## src/rtl/adder_share_sched_if.sv

```systemverilog
// Request/response channel bundle for adder_share_sched.
// The master side is the client pool; the slave side is the scheduler.
interface adder_share_sched_if #(
  parameter int NUM_REQ = 4,
  parameter int ID_W    = 2
);
  logic [NUM_REQ-1:0]   req_valid;
  logic [NUM_REQ-1:0]   req_ready;
  logic [3*NUM_REQ-1:0] req_a;
  logic [3*NUM_REQ-1:0] req_b;
  logic [NUM_REQ-1:0]   req_cin;
  logic                 rsp_valid;
  logic                 rsp_ready;
  logic [3:0]           rsp_data;
  logic [ID_W-1:0]      rsp_id;

  modport master (
    output req_valid, req_a, req_b, req_cin, rsp_ready,
    input  req_ready, rsp_valid, rsp_data, rsp_id
  );

  modport slave (
    input  req_valid, req_a, req_b, req_cin, rsp_ready,
    output req_ready, rsp_valid, rsp_data, rsp_id
  );
endinterface

```

## src/rtl/adder_share_sched.sv

```systemverilog
// Round-robin scheduler sharing one 3b+3b+cin adder datapath among NUM_REQ clients.
// Define ADDER_SHARE_ERR_MON_EN to build the exact-sum mismatch monitor (rsp_err/err_cnt).
module adder_share_sched #(
  parameter int NUM_REQ = 4,
  parameter int ADD_LAT = 1,
  parameter int ID_W    = 2
) (
  input  logic                clk,
  input  logic                rst_n,
  adder_share_sched_if.slave  bus,
  output logic [6:0]          add_pi,
  input  logic [3:0]          add_po,
  output logic                busy,
  output logic [15:0]         err_cnt,
  output logic                rsp_err
);

  typedef enum logic [1:0] {IDLE, WAIT, RESP} state_t;

  state_t            state_q, state_d;
  logic [ID_W-1:0]   rr_ptr_q, rr_ptr_d;
  logic [ID_W-1:0]   rsp_id_q, rsp_id_d;
  logic [2:0]        lat_cnt_q, lat_cnt_d;
  logic [6:0]        add_pi_q, add_pi_d;
  logic [3:0]        rsp_data_q, rsp_data_d;
  logic              rsp_valid_q, rsp_valid_d;
  logic              busy_q, busy_d;
  logic [NUM_REQ-1:0] req_ready_c;
  logic [ID_W-1:0]   gnt_idx;
  logic [6:0]        gnt_op;
  logic              gnt_found;
  logic              sample_c;

  // Rank 0 is the requester right after rr_ptr; lowest valid rank wins.
  always_comb begin
    int best;
    int rank;
    best      = NUM_REQ;
    rank      = 0;
    gnt_idx   = '0;
    gnt_op    = '0;
    gnt_found = 1'b0;
    for (int i = 0; i < NUM_REQ; i++) begin
      rank = (i > int'(rr_ptr_q)) ? (i - int'(rr_ptr_q) - 1)
                                  : (i - int'(rr_ptr_q) - 1 + NUM_REQ);
      if (bus.req_valid[i] && (rank < best)) begin
        best      = rank;
        gnt_found = 1'b1;
        gnt_idx   = ID_W'(i);
        gnt_op    = {bus.req_cin[i], bus.req_b[3*i +: 3], bus.req_a[3*i +: 3]};
      end
    end
  end

  always_comb begin
    state_d     = state_q;
    rr_ptr_d    = rr_ptr_q;
    rsp_id_d    = rsp_id_q;
    lat_cnt_d   = lat_cnt_q;
    add_pi_d    = add_pi_q;
    rsp_data_d  = rsp_data_q;
    rsp_valid_d = rsp_valid_q;
    req_ready_c = '0;
    sample_c    = 1'b0;
    case (state_q)
      IDLE: begin
        if (gnt_found) begin
          req_ready_c[gnt_idx] = 1'b1;
          add_pi_d  = gnt_op;
          rr_ptr_d  = gnt_idx;
          rsp_id_d  = gnt_idx;
          lat_cnt_d = 3'(ADD_LAT - 1);
          state_d   = WAIT;
        end
      end
      WAIT: begin
        if (lat_cnt_q == 3'd0) begin
          sample_c    = 1'b1;
          rsp_data_d  = add_po;
          rsp_valid_d = 1'b1;
          state_d     = RESP;
        end else begin
          lat_cnt_d = lat_cnt_q - 3'd1;
        end
      end
      RESP: begin
        if (bus.rsp_ready) begin
          rsp_valid_d = 1'b0;
          state_d     = IDLE;
        end
      end
      default: state_d = IDLE;
    endcase
    busy_d = (state_d != IDLE);
  end

  always_ff @(posedge clk or negedge rst_n) begin
    if (!rst_n) begin
      state_q     <= IDLE;
      rr_ptr_q    <= ID_W'(NUM_REQ - 1);
      rsp_id_q    <= '0;
      lat_cnt_q   <= '0;
      add_pi_q    <= '0;
      rsp_data_q  <= '0;
      rsp_valid_q <= 1'b0;
      busy_q      <= 1'b0;
    end else begin
      state_q     <= state_d;
      rr_ptr_q    <= rr_ptr_d;
      rsp_id_q    <= rsp_id_d;
      lat_cnt_q   <= lat_cnt_d;
      add_pi_q    <= add_pi_d;
      rsp_data_q  <= rsp_data_d;
      rsp_valid_q <= rsp_valid_d;
      busy_q      <= busy_d;
    end
  end

  assign bus.req_ready = req_ready_c;
  assign bus.rsp_valid = rsp_valid_q;
  assign bus.rsp_data  = rsp_data_q;
  assign bus.rsp_id    = rsp_id_q;
  assign add_pi        = add_pi_q;
  assign busy          = busy_q;

`ifdef ADDER_SHARE_ERR_MON_EN
  logic [3:0]  exact_c;
  logic        rsp_err_q, rsp_err_d;
  logic [15:0] err_cnt_q, err_cnt_d;

  // Reference sum is taken from the registered operands the datapath is seeing.
  always_comb begin
    exact_c   = {1'b0, add_pi_q[2:0]} + {1'b0, add_pi_q[5:3]} + {3'b000, add_pi_q[6]};
    rsp_err_d = rsp_err_q;
    err_cnt_d = err_cnt_q;
    if (sample_c) begin
      rsp_err_d = (add_po != exact_c);
      if ((add_po != exact_c) && (err_cnt_q != 16'hFFFF)) begin
        err_cnt_d = err_cnt_q + 16'd1;
      end
    end
  end

  always_ff @(posedge clk or negedge rst_n) begin
    if (!rst_n) begin
      rsp_err_q <= 1'b0;
      err_cnt_q <= '0;
    end else begin
      rsp_err_q <= rsp_err_d;
      err_cnt_q <= err_cnt_d;
    end
  end

  assign rsp_err = rsp_err_q;
  assign err_cnt = err_cnt_q;
`else
  assign rsp_err = 1'b0;
  assign err_cnt = '0;
`endif

endmodule

```

## src/flat_wrapper.sv

```systemverilog
// flat-port wrapper written by rule: the top's interface ports become plain ports
module adder_share_sched_flat 
#(
  parameter int NUM_REQ = 4,
  parameter int ADD_LAT = 1,
  parameter int ID_W    = 2
)
  (clk, rst_n, add_pi, add_po, busy, err_cnt, rsp_err, bus_req_valid, bus_req_a, bus_req_b, bus_req_cin, bus_rsp_ready, bus_req_ready, bus_rsp_valid, bus_rsp_data, bus_rsp_id);
  adder_share_sched_if #(.NUM_REQ(NUM_REQ), .ID_W(ID_W)) bus_i ();
  input  logic clk;
  input  logic rst_n;
  output logic [6:0] add_pi;
  input  logic [3:0] add_po;
  output logic busy;
  output logic [15:0] err_cnt;
  output logic rsp_err;
  input wire logic [$bits(bus_i.req_valid)-1:0] bus_req_valid;
  input wire logic [$bits(bus_i.req_a)-1:0] bus_req_a;
  input wire logic [$bits(bus_i.req_b)-1:0] bus_req_b;
  input wire logic [$bits(bus_i.req_cin)-1:0] bus_req_cin;
  input wire logic [$bits(bus_i.rsp_ready)-1:0] bus_rsp_ready;
  output wire logic [$bits(bus_i.req_ready)-1:0] bus_req_ready;
  output wire logic [$bits(bus_i.rsp_valid)-1:0] bus_rsp_valid;
  output wire logic [$bits(bus_i.rsp_data)-1:0] bus_rsp_data;
  output wire logic [$bits(bus_i.rsp_id)-1:0] bus_rsp_id;
  assign bus_i.req_valid = bus_req_valid;
  assign bus_i.req_a = bus_req_a;
  assign bus_i.req_b = bus_req_b;
  assign bus_i.req_cin = bus_req_cin;
  assign bus_i.rsp_ready = bus_rsp_ready;
  assign bus_req_ready = bus_i.req_ready;
  assign bus_rsp_valid = bus_i.rsp_valid;
  assign bus_rsp_data = bus_i.rsp_data;
  assign bus_rsp_id = bus_i.rsp_id;
  adder_share_sched #(.NUM_REQ(NUM_REQ), .ADD_LAT(ADD_LAT), .ID_W(ID_W)) u_core (.clk(clk), .rst_n(rst_n), .bus(bus_i), .add_pi(add_pi), .add_po(add_po), .busy(busy), .err_cnt(err_cnt), .rsp_err(rsp_err));
endmodule
```

## config.mk

```make
export PLATFORM = sky130hd
export DESIGN_NAME = adder_share_sched_flat
export DESIGN_NICKNAME = d
export VERILOG_FILES = /design/src/rtl/adder_share_sched_if.sv /design/src/rtl/adder_share_sched.sv /design/src/flat_wrapper.sv
export SDC_FILE = /design/constraint.sdc
export NUM_CORES = 1
export LEC_CHECK = 0
export BUFFER_PORTS_ARGS = -buffer_cell sky130_fd_sc_hd__buf_4
export CAP_MARGIN = 20
export CORE_ASPECT_RATIO = 0.9
export CORE_UTILIZATION = 35
export CTS_CLUSTER_SIZE = 30
export DETAILED_ROUTE_END_ITERATION = 10
export PLACE_DENSITY = 0.58
export SETUP_SLACK_MARGIN = 0.4
export SYNTH_ARGS = -nofsm -noshare
export SYNTH_HDL_FRONTEND = slang
export SYNTH_SLANG_ARGS = --single-unit
```

## constraint.sdc

```tcl
create_clock -name clk -period 15.1 [get_ports clk]
set_input_delay 1.51 -clock clk [delete_from_list [all_inputs] [get_ports clk]]
set_output_delay 1.51 -clock clk [all_outputs]
set_load 0.005 [all_outputs]
```

==> flow_metrics.tcl <==
set metrics [dict create \
    outcome "complete, no violations" \
    start_util_pct 35.9 \
    fill_cells 965 \
    setup_viol 0 \
    final_antenna_net_count 0 \
    route.vias.total 3194 \
    yosys_most_used_dff "dfrtp_1" \
    ys_warn_count 0 \
    critPathLaunch "u_core.rr_ptr_q[0]" \
    timing.fmax_ghz 0.0933 \
    tightest_slew_ns 0.892 \
    hpwl_um 6890 \
    die-width_um 107 \
    end_kind "primary output" \
    fin_skew_ns 0.00328 \
    ys_types 55 \
    clk_path_buf_depth 2 \
    n_antenna_cell 0 \
    mostFrequentLayoutCell "ha_1" \
    crit_required_ns 13.59 \
    rsz0062_at_grt "no" \
    die_area_um2 10300 \
    crit_path_max_fanout 29 \
    area_growth_syn_to_layout_pct 20.0 \
    fin_hold_ws_ns 0.516 \
    crit_path_end "bus_req_ready[0]" \
    grt_util_all_layers_pct 16.7 \
    crit_buf_inv 4 \
    synthCells 418 \
    num_rows 34 \
    insertion_delay_ns 0.27 \
    place_congestion 0.776 \
    min_path_type "register to register" \
    slew_headroom_pct 40.4 \
    ioPinCount 75 \
    grt_max_degree 30 \
    r2r_end "u_core.add_pi[6]" \
    multiInputGateArea_um2 2860 \
    finalSetupTns_ns 0 \
    grt_antenna_before_repair 0 \
    hold_buffers 0 \
    port_buffers 57 \
    final_layout_size_suffix_gt1_share_pct 16.1 \
    cap_violations 0 \
    critPathSlowestCell "nand2_1" \
    totalWireLength_um 8340 \
    ys_ff_latch 22 \
    async_flop_share_pct 100 \
    finalCritPeriodShare_pct 71.0 \
    seqCellArea_um2 553 \
    post_cts_buffers 0 \
    period_needed_ns 10.72 \
    clock-root-buffer "clkbuf_8" \
    post_cts_resized 0 \
    cts_made_buffers 3 \
    drt_iter0_markers 132 \
    synth_area_um2 3450 \
    grt_pass1_wl_um 13900 \
    critPathMostFrequentCell "ha_1" \
    cp_slowest_stage_delay_ns 0.67 \
    htree_levels 1 \
    die_h_um 96.2 \
    vias_per_cell 5.08 \
    fin_nets 623 \
    synth_edf_count 0 \
    r2r_slack_ns 5.93 \
    wl_per_cell_um 13.3 \
    cp_top_family "simple AND/OR/NAND/NOR gates" \
    crit_cells 31 \
    drt_pass1_iterations 4 \
    clk_pin_slew_worst_paths_ns 0.09 \
    grt_pass1_vias 2974 \
    yosysSeqAreaShare_pct 16.0 \
    worst_r2r_startpoint "u_core.rr_ptr_q[0]" \
    syn_area_per_cell_um2 8.26 \
    drv_slew 0 \
    drc_errors 0 \
    r2r_cells 30 \
    mostFrequentLayoutCells "ha_1 (78), buf_4 (59), conb_1 (52)" \
    coreArea_um2 9610 \
    clock-sinks 22 \
    hold_viol 0 \
    arrival_ns 9.21 \
    gr-total-overflow 0 \
    crit_type "register to primary output" \
    critPathLaunchType "register" \
    tritoncts "yes" \
]
==> Yosys cell counts (3+ instances only) <==
| cell | number | area share (%) |
|---|---|---|
| a211o_1 | 3 | 0.76 |
| a211oi_1 | 4 | 0.87 |
| a21o_1 | 11 | 2.4 |
| a21oi_1 | 38 | 5.5 |
| a221o_1 | 7 | 2.0 |
| a22o_1 | 4 | 1.0 |
| and3_1 | 10 | 1.8 |
| buf_4 | 17 | 3.7 |
| clkbuf_1 | 9 | 0.98 |
| dfrtp_1 | 20 | 15 |
| ha_1 | 78 | 28 |
| inv_1 | 15 | 1.6 |
| mux2_2 | 4 | 1.3 |
| nand2_1 | 44 | 4.8 |
| nand2b_1 | 6 | 1.1 |
| nand3_1 | 8 | 1.2 |
| nand4_1 | 8 | 1.5 |
| nor2_1 | 20 | 2.2 |
| nor2b_1 | 4 | 0.73 |
| nor3_1 | 11 | 1.6 |
| nor3b_1 | 8 | 1.7 |
| nor4_1 | 6 | 1.1 |
| o211ai_1 | 7 | 1.5 |
| o21a_1 | 9 | 2.0 |
| o21ai_0 | 21 | 3.0 |
| o21ai_1 | 4 | 0.58 |
| o22ai_1 | 3 | 0.54 |
| or2_2 | 3 | 0.54 |
| xor2_1 | 3 | 0.76 |
==> through the flow <==
| step | utilization (%) | instance area, um^2 | instances | worst slack (ns) |
|---|---|---|---|---|
| final | 43.1 | 4140 | 629 | 4.38 |
| after floorplan | - | 3640 | 468 | 5.68 |
| after global placement | 42.3 | 4070 | 625 | 4.77 |
| after CTS | 43.1 | 4140 | 629 | 4.34 |
| after global routing | 43.1 | 4140 | 629 | 3.43 |
| after detailed placement | 42.3 | 4070 | 625 | 4.50 |
==> how the worst min path moves through the flow <==
stage / endpoint / slack (ns) / from / cells past startpoint
final: u_core.bus.rsp_data[1] / 0.52 / u_core.bus.rsp_data[1] / 1
after global routing: u_core.add_pi[0] / 0.54 / u_core.add_pi[0] / 1
after CTS: u_core.bus.rsp_data[1] / 0.52 / u_core.bus.rsp_data[1] / 1
after detailed placement: u_core.bus.rsp_data[1] / 0.50 / u_core.bus.rsp_data[1] / 1
after global placement: u_core.bus.rsp_data[0] / 0.49 / u_core.bus.rsp_data[0] / 1
after floorplan: u_core.bus.rsp_id[1] / 0.50 / u_core.bus.rsp_id[1] / 1
==> area by class of cell <==
| class | instances | share of cell area [%] |
|---|---|---|
| flip-flops and latches | 22 | 13.4 |
| well taps | 126 | 3.81 |
| clock buffers | 3 | 0.997 |
| repair buffers | 59 | 10.7 |
| inverters | 15 | 1.36 |
| clock inverters | 1 | 0.725 |
| multi-input cells | 403 | 69.1 |
==> state kept, by name, indices dropped and copies added, names as in the netlist <==
register / count
u_core.add_pi: 7
u_core.busy: 1
u_core.lat_cnt_q: 3
u_core.rr_ptr_q: 2
u_core.bus.rsp_valid: 1
u_core.bus.rsp_data: 4
u_core.state_q: 2
u_core.bus.rsp_id: 2
==> routing by layer <==
| layer | vias to the layer above | wire length (um) | GRT usage, % |
|---|---|---|---|
| met5 | - | 0 | 0 |
| met1 | 1474 | 4290 | 24.1 |
| met4 | 0 | 0 | 0.685 |
| met3 | 0 | 231 | 2.03 |
| met2 | 46 | 3820 | 27.8 |
| li1 | 1674 | - | - |
==> logic make-up after synthesis <==
logic type	Yosys count	share of synthesized area, %
AOI/OAI and AO/OA	127	25.5
xor gates and xnor gates	3	0.762
adders and majority gates	80	29.4
buffers and inverters	43	6.56
DFF	22	16.0
muxes	5	1.60
other	2	0.218
and+or+nand+nor	136	19.9
==> worst reg2reg max path: cells and delay by family, from the launching register on <==
kind	cells	cell delay [ns]
AOI/OAI and AO/OA	14	3.50
and+or+nand+nor	8	2.95
buffers and inverters	3	0.53
adders and majority gates	5	1.48
DFF	1	0.64
Power is not shown: default switching activity piles up to over one toggle a cycle in this logic, so the estimate is an artifact.
